$ cat config.mk
export PLATFORM = sky130hd
export DESIGN_NAME = shot_magazine_ctrl_flat
export DESIGN_NICKNAME = d
export VERILOG_FILES = /design/src/rtl/shot_magazine_ctrl_if.sv /design/src/rtl/shot_magazine_ctrl.sv /design/src/flat_wrapper.sv
export SDC_FILE = /design/constraint.sdc
export NUM_CORES = 1
export LEC_CHECK = 0
export CAP_MARGIN = 20
export CELL_PAD_IN_SITES_DETAIL_PLACEMENT = 1
export CELL_PAD_IN_SITES_GLOBAL_PLACEMENT = 1
export CORE_MARGIN = 3
export CORE_UTILIZATION = 38
export CTS_CLUSTER_DIAMETER = 150
export CTS_CLUSTER_SIZE = 12
export DETAILED_ROUTE_END_ITERATION = 10
export GPL_TIMING_DRIVEN = 1
export HOLD_SLACK_MARGIN = 0.12
export PLACE_DENSITY = 0.8
export SYNTH_ARGS = -nofsm -noshare
export SYNTH_HDL_FRONTEND = slang
export SYNTH_SLANG_ARGS = --single-unit
$ cat constraint.sdc
create_clock -name clk -period 2.6 [get_ports clk]
set_clock_uncertainty 0.2 [all_clocks]
set_input_delay 0.52 -clock clk [delete_from_list [all_inputs] [get_ports clk]]
set_output_delay 0.52 -clock clk [all_outputs]
set_load 0.03 [all_outputs]
$ cat src/rtl/shot_magazine_ctrl_if.sv
// ---------------------------------------------------------------------------
// shot_magazine_ctrl_if
//
// Groups the signals between the player input decoder / shot generators and
// the magazine controller.
//
//   fire_req     decoder -> ctrl   level; every sampled-high cycle is a request
//   reload_req   decoder -> ctrl   manual reload request
//   shot_enable  ctrl -> shots     one-hot, one-cycle pulse; bit k = slot k
//   shots_left   ctrl -> shots     rounds remaining in the magazine
//   empty        ctrl -> shots     shots_left == 0
//   reloading    ctrl -> shots     high while a reload is running
//   reload_done  ctrl -> shots     one-cycle pulse when the magazine refills
//
// Modports: master = requester side, slave = controller side.
// ---------------------------------------------------------------------------
interface shot_magazine_ctrl_if #(
   parameter int MAG_SIZE = 8
);
   localparam int CW = $clog2(MAG_SIZE + 1);

   logic                fire_req;
   logic                reload_req;
   logic [MAG_SIZE-1:0] shot_enable;
   logic [CW-1:0]       shots_left;
   logic                empty;
   logic                reloading;
   logic                reload_done;

   modport master (
      output fire_req,
      output reload_req,
      input  shot_enable,
      input  shots_left,
      input  empty,
      input  reloading,
      input  reload_done
   );

   modport slave (
      input  fire_req,
      input  reload_req,
      output shot_enable,
      output shots_left,
      output empty,
      output reloading,
      output reload_done
   );
endinterface

$ cat src/rtl/shot_magazine_ctrl.sv
// ---------------------------------------------------------------------------
// shot_magazine_ctrl
//
// Magazine controller for the player's shot stack. Grants fire requests as
// one-hot slot pulses, enforces a cooldown between shots and runs a timed
// reload (automatic on empty, or manual / partial on request).
//
// Ports:
//   clk    system clock
//   reset  asynchronous, active-high reset
//   bus    shot_magazine_ctrl_if.slave
//            fire_req, reload_req               (in)
//            shot_enable, shots_left, empty,
//            reloading, reload_done             (out)
//
// Parameters:
//   MAG_SIZE         rounds per magazine (2..64)
//   RELOAD_CYCLES    cycles spent reloading (>= 1)
//   COOLDOWN_CYCLES  cycles of blocked fire after each shot (0 = none)
//   AUTO_RELOAD      1 = reload starts by itself when the magazine empties
// ---------------------------------------------------------------------------
module shot_magazine_ctrl #(
   parameter int MAG_SIZE        = 8,
   parameter int RELOAD_CYCLES   = 16,
   parameter int COOLDOWN_CYCLES = 4,
   parameter int AUTO_RELOAD     = 1
) (
   input  logic                  clk,
   input  logic                  reset,
   shot_magazine_ctrl_if.slave   bus
);

   localparam int CW     = $clog2(MAG_SIZE + 1);
   localparam int TMAX_A = (RELOAD_CYCLES > COOLDOWN_CYCLES) ? RELOAD_CYCLES : COOLDOWN_CYCLES;
   localparam int TMAX   = (TMAX_A > 2) ? TMAX_A : 2;
   localparam int TW     = $clog2(TMAX);

   localparam logic [CW-1:0] FULL        = CW'(MAG_SIZE);
   localparam logic [TW-1:0] RELOAD_LOAD = TW'(RELOAD_CYCLES - 1);
   // Guarded so a zero cooldown never produces a negative load value.
   localparam logic [TW-1:0] COOL_LOAD   = TW'((COOLDOWN_CYCLES > 0) ? (COOLDOWN_CYCLES - 1) : 0);

   typedef enum logic [1:0] {
      READY     = 2'd0,
      COOLDOWN  = 2'd1,
      EMPTY     = 2'd2,
      RELOADING = 2'd3
   } state_t;

   state_t              state;
   state_t              state_nxt;
   logic [TW-1:0]       timer;
   logic [TW-1:0]       timer_nxt;
   logic [CW-1:0]       shots_left;
   logic [CW-1:0]       shots_left_nxt;
   logic [MAG_SIZE-1:0] shot_enable;
   logic [MAG_SIZE-1:0] shot_enable_nxt;
   logic                reload_done;
   logic                reload_done_nxt;
   logic [CW-1:0]       slot;
   logic                can_reload;

   // Decode a slot index into a one-hot shot_enable pattern.
   function automatic logic [MAG_SIZE-1:0] slot_onehot(input logic [CW-1:0] idx);
      logic [MAG_SIZE-1:0] r;
      for (int k = 0; k < MAG_SIZE; k++) begin
         r[k] = (idx == CW'(k));
      end
      return r;
   endfunction

   // The next round to leave is counted from the front of the magazine, so a
   // full magazine fires slot 0 first and slot MAG_SIZE-1 last.
   assign slot       = FULL - shots_left;
   // A manual reload only makes sense when at least one round is missing.
   assign can_reload = bus.reload_req && (shots_left != FULL);

   // State and datapath registers
   always_ff @(posedge clk or posedge reset) begin
      if (reset) begin
         state       <= READY;
         timer       <= '0;
         shots_left  <= FULL;
         shot_enable <= '0;
         reload_done <= 1'b0;
      end else begin
         state       <= state_nxt;
         timer       <= timer_nxt;
         shots_left  <= shots_left_nxt;
         shot_enable <= shot_enable_nxt;
         reload_done <= reload_done_nxt;
      end
   end

   // Next-state and next-output logic
   always_comb begin
      state_nxt       = state;
      timer_nxt       = timer;
      shots_left_nxt  = shots_left;
      shot_enable_nxt = '0;
      reload_done_nxt = 1'b0;

      case (state)
         READY: begin
            // Fire has priority over a simultaneous reload request.
            if (bus.fire_req) begin
               shot_enable_nxt = slot_onehot(slot);
               shots_left_nxt  = shots_left - CW'(1);
               if (shots_left == CW'(1)) begin
                  if (AUTO_RELOAD != 0) begin
                     state_nxt = RELOADING;
                     timer_nxt = RELOAD_LOAD;
                  end else begin
                     state_nxt = EMPTY;
                     timer_nxt = '0;
                  end
               end else if (COOLDOWN_CYCLES > 0) begin
                  state_nxt = COOLDOWN;
                  timer_nxt = COOL_LOAD;
               end
            end else if (can_reload) begin
               state_nxt = RELOADING;
               timer_nxt = RELOAD_LOAD;
            end
         end

         COOLDOWN: begin
            // Fire requests are dropped here; a reload aborts the cooldown.
            if (can_reload) begin
               state_nxt = RELOADING;
               timer_nxt = RELOAD_LOAD;
            end else if (timer == '0) begin
               state_nxt = READY;
            end else begin
               timer_nxt = timer - TW'(1);
            end
         end

         EMPTY: begin
            if (bus.reload_req) begin
               state_nxt = RELOADING;
               timer_nxt = RELOAD_LOAD;
            end
         end

         RELOADING: begin
            // All requests are ignored until the refill edge; a fire sampled
            // on that edge is not granted because the state is still RELOADING.
            if (timer == '0) begin
               state_nxt       = READY;
               shots_left_nxt  = FULL;
               reload_done_nxt = 1'b1;
            end else begin
               timer_nxt = timer - TW'(1);
            end
         end

         default: begin
            state_nxt = READY;
            timer_nxt = '0;
         end
      endcase
   end

   assign bus.shot_enable = shot_enable;
   assign bus.shots_left  = shots_left;
   assign bus.empty       = (shots_left == '0);
   assign bus.reloading   = (state == RELOADING);
   assign bus.reload_done = reload_done;

endmodule

$ cat src/flat_wrapper.sv
// flat-port wrapper written by rule: the top's interface ports become plain ports
module shot_magazine_ctrl_flat 
#(
   parameter int MAG_SIZE        = 8,
   parameter int RELOAD_CYCLES   = 16,
   parameter int COOLDOWN_CYCLES = 4,
   parameter int AUTO_RELOAD     = 1
)
  (clk, reset, bus_fire_req, bus_reload_req, bus_shot_enable, bus_shots_left, bus_empty, bus_reloading, bus_reload_done);
  shot_magazine_ctrl_if #(.MAG_SIZE(MAG_SIZE)) bus_i ();
  input  logic clk;
  input  logic reset;
  input wire logic [$bits(bus_i.fire_req)-1:0] bus_fire_req;
  input wire logic [$bits(bus_i.reload_req)-1:0] bus_reload_req;
  output wire logic [$bits(bus_i.shot_enable)-1:0] bus_shot_enable;
  output wire logic [$bits(bus_i.shots_left)-1:0] bus_shots_left;
  output wire logic [$bits(bus_i.empty)-1:0] bus_empty;
  output wire logic [$bits(bus_i.reloading)-1:0] bus_reloading;
  output wire logic [$bits(bus_i.reload_done)-1:0] bus_reload_done;
  assign bus_i.fire_req = bus_fire_req;
  assign bus_i.reload_req = bus_reload_req;
  assign bus_shot_enable = bus_i.shot_enable;
  assign bus_shots_left = bus_i.shots_left;
  assign bus_empty = bus_i.empty;
  assign bus_reloading = bus_i.reloading;
  assign bus_reload_done = bus_i.reload_done;
  shot_magazine_ctrl #(.MAG_SIZE(MAG_SIZE), .RELOAD_CYCLES(RELOAD_CYCLES), .COOLDOWN_CYCLES(COOLDOWN_CYCLES), .AUTO_RELOAD(AUTO_RELOAD)) u_core (.clk(clk), .reset(reset), .bus(bus_i));
endmodule
# Yosys cells after proc, flatten, opt, wreduce, memory -nomap -nowiden
# Cells that the tools add are included.
dict set report op_classes {
  eq_ne 16
  add_sub_neg 3
  mux 21
  reduce_logical 8
}
# cell count
set op_table {}
lappend op_table {{$mux W4} 8}
lappend op_table {{$eq A4 B3 Y1 const B} 4}
lappend op_table {{$mux W8} 2}
lappend op_table {{$pmux W4 S4} 1}
lappend op_table {{$logic_not A4 Y1} 3}
lappend op_table {{$mux W2} 6}
lappend op_table {{$eq A4 B1 Y1 const B} 2}
lappend op_table {{$eq A4 B2 Y1 const B} 2}
lappend op_table {{$pmux W2 S4} 1}
lappend op_table {{$pmux W4 S2} 1}
lappend op_table {{$sub A4 B1 Y4 const B} 2}
lappend op_table {{$eq A2 B2 Y1 const B} 2}
lappend op_table {{$ne A2 B2 Y1 const B} 2}
lappend op_table {{$ne A4 B4 Y1 const B} 1}
lappend op_table {{$sub A4 B4 Y4 const A} 1}
lappend op_table {{$ne A3 B2 Y1 const B} 1}
lappend op_table {{$reduce_and A3 Y1} 1}
lappend op_table {{$eq A2 B1 Y1 const B} 1}
lappend op_table {{$logic_not A2 Y1} 1}
lappend op_table {{$mux W1} 2}
lappend op_table {{$ne A2 B1 Y1 const B} 1}
lappend op_table {{$reduce_and A2 Y1} 1}
lappend op_table {{$reduce_bool A2 Y1} 1}
lappend op_table {{$logic_and A1 B1 Y1} 1}
dict set report totals {
  wordCells 53
  in_bits 4
  regBits 19
  output_inout_bits 15
}

# Longest topological paths before layout
# Gate-level depths: netlist of run 1.
dict set report logic_depth {
  depth_word 5
  depth_mapped 6
  ltp_nobuf 6
}

# Least setup slack after synthesis of run 1
# Ideal clock, no wire load.
dict set report synth_path {
  kind {register -> output}
  start {reg u_core.shots_left[0], in the netlist u_core.bus.shots_left[0]}
  end {out bus_empty}
  arrival_ns 1.485
  required_ns 1.880
  path_buffers 0
  path_stages_with_launch 5
  path_slack_ns 0.395
  cell_sequence {dfrtp_1 -> inv_1 -> ha_1 -> nand2b_1 -> nor2_1}
}
dict set report synth_between {
  elab_chain_len 1
}
# item line
set synth_lines {}
lappend synth_lines {{start, declared} shot_magazine_ctrl.sv:54} ;# logic [CW-1:0] shots_left;
lappend synth_lines {{start signal, assigned} shot_magazine_ctrl.sv:89} ;# shots_left <= shots_left_nxt;
lappend synth_lines {{$logic_not A4 Y1} shot_magazine_ctrl.sv:167} ;# assign bus.empty = (shots_left == '0);
lappend synth_lines {{end, declared} flat_wrapper.sv:17} ;# output wire logic [$bits(bus_i.empty)-1:0] bus_empty;
# No other way between the ends.

# Worst setup path after layout of run 1
dict set report layout_path {
  start {reg u_core.state[0]}
  end {out bus_reloading}
}
dict set report layout_between {
  elab_chain_len 1
}
# item line
set layout_lines {}
lappend layout_lines {{start, declared} shot_magazine_ctrl.sv:50} ;# state_t state;
lappend layout_lines {{start signal, assigned} shot_magazine_ctrl.sv:87} ;# state <= state_nxt;
lappend layout_lines {{$eq A2 B2 Y1} shot_magazine_ctrl.sv:168} ;# assign bus.reloading = (state == RELOADING);
lappend layout_lines {{end, declared} flat_wrapper.sv:18} ;# output wire logic [$bits(bus_i.reloading)-1:0] bus_reloading;
# No other way between the ends.

==> impl_metrics.env, run 1 <==
export IMPL_status="complete, no violations"
export IMPL_path_class="reg -> out"
export IMPL_fillers=266
export IMPL_r2r_start="u_core.timer[0]"
export IMPL_ys_ff_latch=19
export IMPL_cap_viol_max_count=0
export IMPL_cp_required_ns=1.88
export IMPL_finalWorstSetupSlack_ns=0.178
export IMPL_finalWirelength_mm=2.29
export IMPL_p_int_mw=0.717
export IMPL_cts_root_buf="clkbuf_4"
export IMPL_syn_area_sq_um=983
export IMPL_final_setup_viol_count=0
export IMPL_arrival_ns=1.70
export IMPL_die_area_sq_um=3230
export IMPL_startpoint_type="flop"
export IMPL_avgSynthCellArea_sq_um=10.2
export IMPL_hp_start="u_core.timer[0]"
export IMPL_core_sq_um=2340
export IMPL_place_gp_congestion=0.786
export IMPL_seq_area_sq_um=477
export IMPL_power_frac_clock=0.118
export IMPL_drive_gt1_frac=0.0909
export IMPL_clk_pin_slew_ns=0.11
export IMPL_htree_levels=1
export IMPL_synth_yosys_warnings=0
export IMPL_max_freq_mhz=413
export IMPL_cts_tree="done"
export IMPL_synth_net_count=107
export IMPL_placement_rows=17
export IMPL_drc=0
export IMPL_synth_top_family_by_area="simple AND/OR/NAND/NOR gates"
export IMPL_timing_rr_end="u_core.bus.shots_left[2]"
export IMPL_grt_pass1_vias=873
export IMPL_cts_made_buffers=3
export IMPL_post_cts_resized=1
export IMPL_groute_usage_overall=0.161
export IMPL_antenna_left=0
export IMPL_clk_path_buf_depth=2
export IMPL_num_vias=790
export IMPL_die_y_um=56.9
export IMPL_cts_sinks=19
export IMPL_reg2reg_depth=6
export IMPL_synth_simple_area_share=0.207
export IMPL_drtPass1Iterations=4
export IMPL_synthMuxAreaShare=0.0318
export IMPL_io_buffers=18
export IMPL_slew_limit_headroom=0.508
export IMPL_viasPerCell=5.30
export IMPL_ir_drop_uv=570
export IMPL_antenna_cells=0
export IMPL_fin_nets=133
export IMPL_post_cts_setup_buffer_count=0
export IMPL_hold_path_end="u_core.timer[0]"
export IMPL_cp_end_kind="primary output"
export IMPL_dieWidth_um=56.9
export IMPL_hold_viol_final=0
export IMPL_final_setup_tns_ns=0
export IMPL_p_per_area_nw_per_um2=1010
export IMPL_utilization=0.534
export IMPL_antenna_found_initial=0
export IMPL_start_util=0.420
export IMPL_seqPwrFrac=0.363
export IMPL_p_switching_mw=0.545
export IMPL_period_needed_ns=2.42
export IMPL_dp_hpwl_mm=1.75
export IMPL_wl_per_cell_um=15.4
export IMPL_rsz0062_at_grt="no"
export IMPL_tightest_slew_ns=0.737
export IMPL_multiInputGateArea_sq_um=472
export IMPL_syn_inst=96
export IMPL_ios=19
export IMPL_pre_cts_slack_ns=0.339
export IMPL_p_leak_nw=0.602
export IMPL_clk_latency_ns=0.30
export IMPL_power_switching_share=0.432
export IMPL_grt_overflow=0
export IMPL_synth_xor_area_frac=0.00891
export IMPL_synth_compound_area_frac=0.142
export IMPL_cp_max_fo=7
export IMPL_rrSetupSlack_ns=0.63
export IMPL_grt_pass1_wl_mm=4.08
export IMPL_min_period_over_period=0.931
export IMPL_hold_path_class="reg -> reg"
export IMPL_maxSlewViolCount=0
export IMPL_grt_max_degree=20
export IMPL_worstHoldPathCells=1
export IMPL_ys_seq_area_frac=0.485
export IMPL_postCtsHoldBufs=0
export IMPL_synth_cell_types=29
export IMPL_synthAdderAreaFrac=0.0891
export IMPL_drtIter0Drc=17
export IMPL_combPwrFrac=0.519
export IMPL_syn2layout_area_growth_pct=27.0
==> power by group through the flow <==
stage | registers (mW) | logic (mW) | clock network (mW)
floorplan | 0.513 | 0.372 | 0
global route | 0.473 | 0.729 | 0.174
finish | 0.458 | 0.655 | 0.149
global placement | 0.458 | 0.637 | 0
CTS | 0.458 | 0.660 | 0.158
detailed placement | 0.463 | 0.656 | 0
==> registers in the layout, summed over array words and instances, names as in the netlist <==
signal,cells
u_core.bus.reload_done,1
u_core.bus.shots_left,4
u_core.state,2
u_core.timer,4
u_core.bus.shot_enable,8
==> worst max-delay path by stage <==
stage / slack [ns] / to / from
floorplan: 0.39 / bus_empty / u_core.bus.shots_left[0]
global placement: 0.38 / bus_empty / u_core.bus.shots_left[1]
detailed placement: 0.34 / bus_empty / u_core.bus.shots_left[1]
CTS: 0.16 / bus_reloading / u_core.state[0]
global route: 0.09 / bus_reloading / u_core.state[0]
finish: 0.18 / bus_reloading / u_core.state[0]
==> synth_stat cells, drive strengths merged <==
| master | n | area (sq um) |
|---|---|---|
| mux2i | 2 | 20.0 |
| or3b | 2 | 17.5 |
| xnor2 | 1 | 8.76 |
| ha | 7 | 87.6 |
| a2bb2oi | 2 | 17.5 |
| and3 | 8 | 50.1 |
| a22oi | 1 | 7.51 |
| buf | 1 | 5.00 |
| nor2 | 5 | 18.8 |
| nor3b | 3 | 27.5 |
| a21oi | 6 | 30.0 |
| nand2 | 4 | 15.0 |
| nand2b | 2 | 12.5 |
| and3b | 1 | 8.76 |
| dfstp | 1 | 26.3 |
| a31oi | 1 | 6.26 |
| or3 | 3 | 18.8 |
| a211o | 1 | 8.76 |
| o21a | 2 | 16.3 |
| nand3b | 1 | 7.51 |
| mux2 | 1 | 11.3 |
| o21ai | 10 | 53.8 |
| inv | 8 | 30.0 |
| dfrtp | 18 | 450 |
| and2 | 2 | 12.5 |
| nor3 | 3 | 15.0 |
==> layer usage <==
metal	up-vias	GRT usage	part of all wire
met3	2	0.0322	0.029
met5	-	0	0
met4	0	0.0497	0.0070
met1	387	0.196	0.48
met2	14	0.284	0.49
li1	387	-	-
==> placed cells by master (no fill, tap or decap), types with 2 or more instances in the layout <==
| cell | Yosys | routed |
|---|---|---|
| a21oi_1 | 6 | 6 |
| a2bb2oi_1 | 2 | 2 |
| and2_1 | 2 | 2 |
| and3_1 | 8 | 8 |
| buf_4 | 0 | 4 |
| clkbuf_4 | 0 | 3 |
| clkdlybuf4s50_1 | 0 | 17 |
| dfrtp_1 | 18 | 18 |
| ha_1 | 7 | 7 |
| inv_1 | 8 | 8 |
| mux2i_1 | 2 | 2 |
| nand2_1 | 4 | 4 |
| nand2b_1 | 2 | 2 |
| nor2_1 | 5 | 5 |
| nor3_1 | 3 | 3 |
| nor3b_1 | 2 | 2 |
| o21ai_1 | 9 | 9 |
| or3_1 | 3 | 3 |
| or3b_1 | 2 | 2 |
==> critical path, stage by stage, from the launching register on <==
cell and delay, ns:
dfrtp_1 0.50, and2_1 0.23, clkdlybuf4s50_1 0.68
==> final cells by class <==
| cell class | count | share of cell area |
|---|---|---|
| clock buffers | 4 | 0.0210 |
| repair buffers | 22 | 0.167 |
| flip-flops and latches | 19 | 0.382 |
| inverters | 8 | 0.0240 |
| multi-input cells | 68 | 0.378 |
| well taps | 28 | 0.0281 |
==> logic make-up (layout without fill, tap and decap cells) <==
group,after synthesis,after routing
multiplexers,3,3
XOR/XNOR,1,1
buffers and inverters,9,34
AO/OA/AOI/OAI,23,23
flip-flops,19,19
AND/OR/NAND/NOR,34,34
adder cells (fa/ha/maj),7,7
==> stage by stage <==
stage | hold WS, ns | instance area, sq um | power (mW) | std cells
floorplan | 0.270 | 983 | 0.884 | 96
global placement | 0.298 | 1220 | 1.09 | 145
detailed placement | 0.317 | 1220 | 1.12 | 145
CTS | 0.343 | 1250 | 1.27 | 149
global route | 0.379 | 1250 | 1.38 | 149
finish | 0.355 | 1250 | 1.26 | 149
(Power assumes the default switching activity.)
==> run 2: changes to the inputs <==
--- a/config.mk
+++ b/config.mk
@@ -5,17 +5,19 @@
 export SDC_FILE = /design/constraint.sdc
 export NUM_CORES = 1
 export LEC_CHECK = 0
+export ABC_AREA = 1
 export CAP_MARGIN = 20
 export CELL_PAD_IN_SITES_DETAIL_PLACEMENT = 1
 export CELL_PAD_IN_SITES_GLOBAL_PLACEMENT = 1
+export CORE_ASPECT_RATIO = 2
 export CORE_MARGIN = 3
-export CORE_UTILIZATION = 38
+export CORE_UTILIZATION = 37
 export CTS_CLUSTER_DIAMETER = 150
 export CTS_CLUSTER_SIZE = 12
 export DETAILED_ROUTE_END_ITERATION = 10
 export GPL_TIMING_DRIVEN = 1
 export HOLD_SLACK_MARGIN = 0.12
-export PLACE_DENSITY = 0.8
+export PLACE_DENSITY = 0.81
 export SYNTH_ARGS = -nofsm -noshare
 export SYNTH_HDL_FRONTEND = slang
 export SYNTH_SLANG_ARGS = --single-unit
==> impl_metrics.env, run 2 <==
export IMPL_status="complete, no violations"
export IMPL_cp_end_kind="primary output"
export IMPL_dieWidth_um=43.0
export IMPL_drive_gt1_frac=0.132
export IMPL_wl_per_cell_um=13.1
export IMPL_die_y_um=80.0
export IMPL_synth_net_count=132
export IMPL_synth_commonest_cells="nand2_1, inv_1, dfrtp_1"
export IMPL_cts_root_buf="clkbuf_8"
export IMPL_grt_max_degree=20
export IMPL_tightest_slew_ns=0.728
export IMPL_syn2layout_area_growth_pct=27.1
export IMPL_cts_tree="done"
export IMPL_use_met1=0.138
export IMPL_ys_flop_type="dfrtp_1"
export IMPL_grt_pass1_wl_mm=3.93
export IMPL_synth_yosys_warnings=0
export IMPL_synth_area_leader_cell="dfrtp_1"
export IMPL_cp_required_ns=1.88
export IMPL_seqPwrFrac=0.305
export IMPL_reg_top3="u_core.bus.shot_enable x8, u_core.bus.shots_left x4, u_core.timer x4"
export IMPL_final_setup_viol_count=0
export IMPL_antenna_cells=0
export IMPL_rsz0062_at_grt="no"
export IMPL_core_sq_um=2570
export IMPL_power_frac_clock=0.140
export IMPL_dp_hpwl_mm=1.86
export IMPL_p_switching_mw=0.684
export IMPL_slew_limit_headroom=0.514
export IMPL_clk_path_buf_depth=2
export IMPL_avgSynthCellArea_sq_um=8.37
export IMPL_startpoint_type="flop"
export IMPL_min_period_over_period=0.876
export IMPL_final_cell_mix="nand2_1, inv_1, dfrtp_1"
export IMPL_grt_overflow=0
export IMPL_die_area_sq_um=3440
export IMPL_syn_area_sq_um=1010
export IMPL_io_buffers=18
export IMPL_met2_usage=0.304
export IMPL_groute_usage_overall=0.151
export IMPL_synth_top_area_share=0.445
export IMPL_cts_made_buffers=3
export IMPL_ys_seq_area_frac=0.471
export IMPL_cts_sinks=19
export IMPL_p_leak_nw=0.673
export IMPL_combPwrFrac=0.555
export IMPL_grt_pass1_vias=911
export IMPL_ys_ff_latch=19
export IMPL_viasPerCell=4.88
export IMPL_path_class="reg -> out"
export IMPL_syn_inst=121
export IMPL_clk_latency_ns=0.26
export IMPL_holdWs_ns=0.293
export IMPL_synthTopCellsByArea="dfrtp_1, nand2_1, ha_1"
export IMPL_start_util=0.394
export IMPL_cp_top_family="buffers and inverters"
export IMPL_cp_slowest_stage_delay_ns=0.69
export IMPL_crit_chain="clkdlybuf4s50_1"
export IMPL_p_int_mw=0.779
export IMPL_num_vias=839
export IMPL_clk_pin_slew_ns=0.07
export IMPL_final_setup_tns_ns=0
export IMPL_fin_nets=156
export IMPL_antenna_left=0
export IMPL_arrival_ns=1.56
export IMPL_post_cts_setup_buffer_count=0
export IMPL_ir_drop_uv=677
export IMPL_period_needed_ns=2.28
export IMPL_drc=0
export IMPL_finalWirelength_mm=2.26
export IMPL_cap_viol_max_count=0
export IMPL_ios=19
export IMPL_use_met3=0.0135
export IMPL_synth_most_common_cell="nand2_1"
export IMPL_antenna_found_initial=0
export IMPL_power_switching_share=0.468
export IMPL_final_common_cell="nand2_1"
export IMPL_top_usage_layer="met2"
export IMPL_synth_cell_types=20
export IMPL_max_freq_mhz=439
export IMPL_regMostFlops="u_core.bus.shot_enable"
export IMPL_hold_path_class="reg -> reg"
export IMPL_placement_rows=26
export IMPL_cp_max_fo=6
export IMPL_synth_edf_count=0
export IMPL_maxSlewViolCount=0
export IMPL_cp_num_buf_inv=1
export IMPL_p_per_area_nw_per_um2=1140
export IMPL_fillers=325
export IMPL_place_gp_congestion=0.735
export IMPL_slowest_stage="clkdlybuf4s50_1"
export IMPL_drtPass1Iterations=3
export IMPL_drtIter0Drc=10
export IMPL_largest_register_ff_count=8
export IMPL_htree_levels=1
export IMPL_hold_viol_final=0
export IMPL_async_flop_share=1.00
[run 2: cells by family after synthesis]
| family | share of synthesized area |
|---|---|
| adder cells (fa/ha/maj) | 0.0865 |
| AND/OR/NAND/NOR | 0.277 |
| AO/OA/AOI/OAI | 0.0544 |
| XOR/XNOR | 0.0247 |
| buffers and inverters | 0.0865 |
| flip-flops | 0.471 |
[run 2: timing repair]
action	4_1_cts	5_1_grt
endpoints found under the setup margin	0	1
hold buffers	0	0
resized for setup	0	1
[run 2: through the flow]
step	area [sq um]	power [mW]	utilization	std cells	worst slack (ns)
final	1290	1.46	0.500	172	0.322
after global routing	1290	1.59	0.500	172	0.218
after CTS	1280	1.49	0.500	172	0.0174
after detailed placement	1240	1.28	0.482	168	0.310
after global placement	1240	1.24	0.482	168	0.354
after floorplan	1010	1.02	-	121	0.505
[run 2: metal layers]
metal  share of wire  vias to the layer above
li1                -                      417
met1            0.35                      405
met3           0.021                        4
met5               0                        -
met2            0.60                       13
met4           0.023                        0
[run 2: layout make-up]
class                      instances  area [sq um]  area share
sequential                        19           477       0.371
multi-input combinational         79           448       0.348
timing repair buffer              20           198       0.154
inverter                          22          82.6      0.0642
clock buffer                       3          41.3      0.0321
tap                               28          35.0      0.0272
clock inverter                     1          5.00     0.00389
[run 2: path summary, 6_finish.rpt]
kind | startpoint | end | slack (ns) | cells past startpoint
setup / recovery | u_core.bus.shots_left[3] | bus_shots_left[3] | 0.32 | 1
hold / removal | u_core.timer[0] | u_core.timer[0] | 0.29 | 2
setup reg to reg | u_core.timer[0] | u_core.bus.shots_left[2] | 0.91 | 7
hold reg to reg | u_core.timer[0] | u_core.timer[0] | 0.29 | 2
max in group asynchronous | reset | u_core.timer[1] | 1.25 | 2
min in group asynchronous | reset | u_core.bus.shot_enable[3] | 0.49 | 2
[run 2: power by group through the flow]
stage | clock network, mW | registers (mW) | logic [mW]
2_1_floorplan | 0 | 0.503 | 0.521
3_3_place_gp | 0 | 0.449 | 0.794
3_5_place_dp | 0 | 0.454 | 0.827
4_1_cts | 0.211 | 0.449 | 0.832
5_1_grt | 0.220 | 0.460 | 0.915
6_report | 0.205 | 0.446 | 0.812
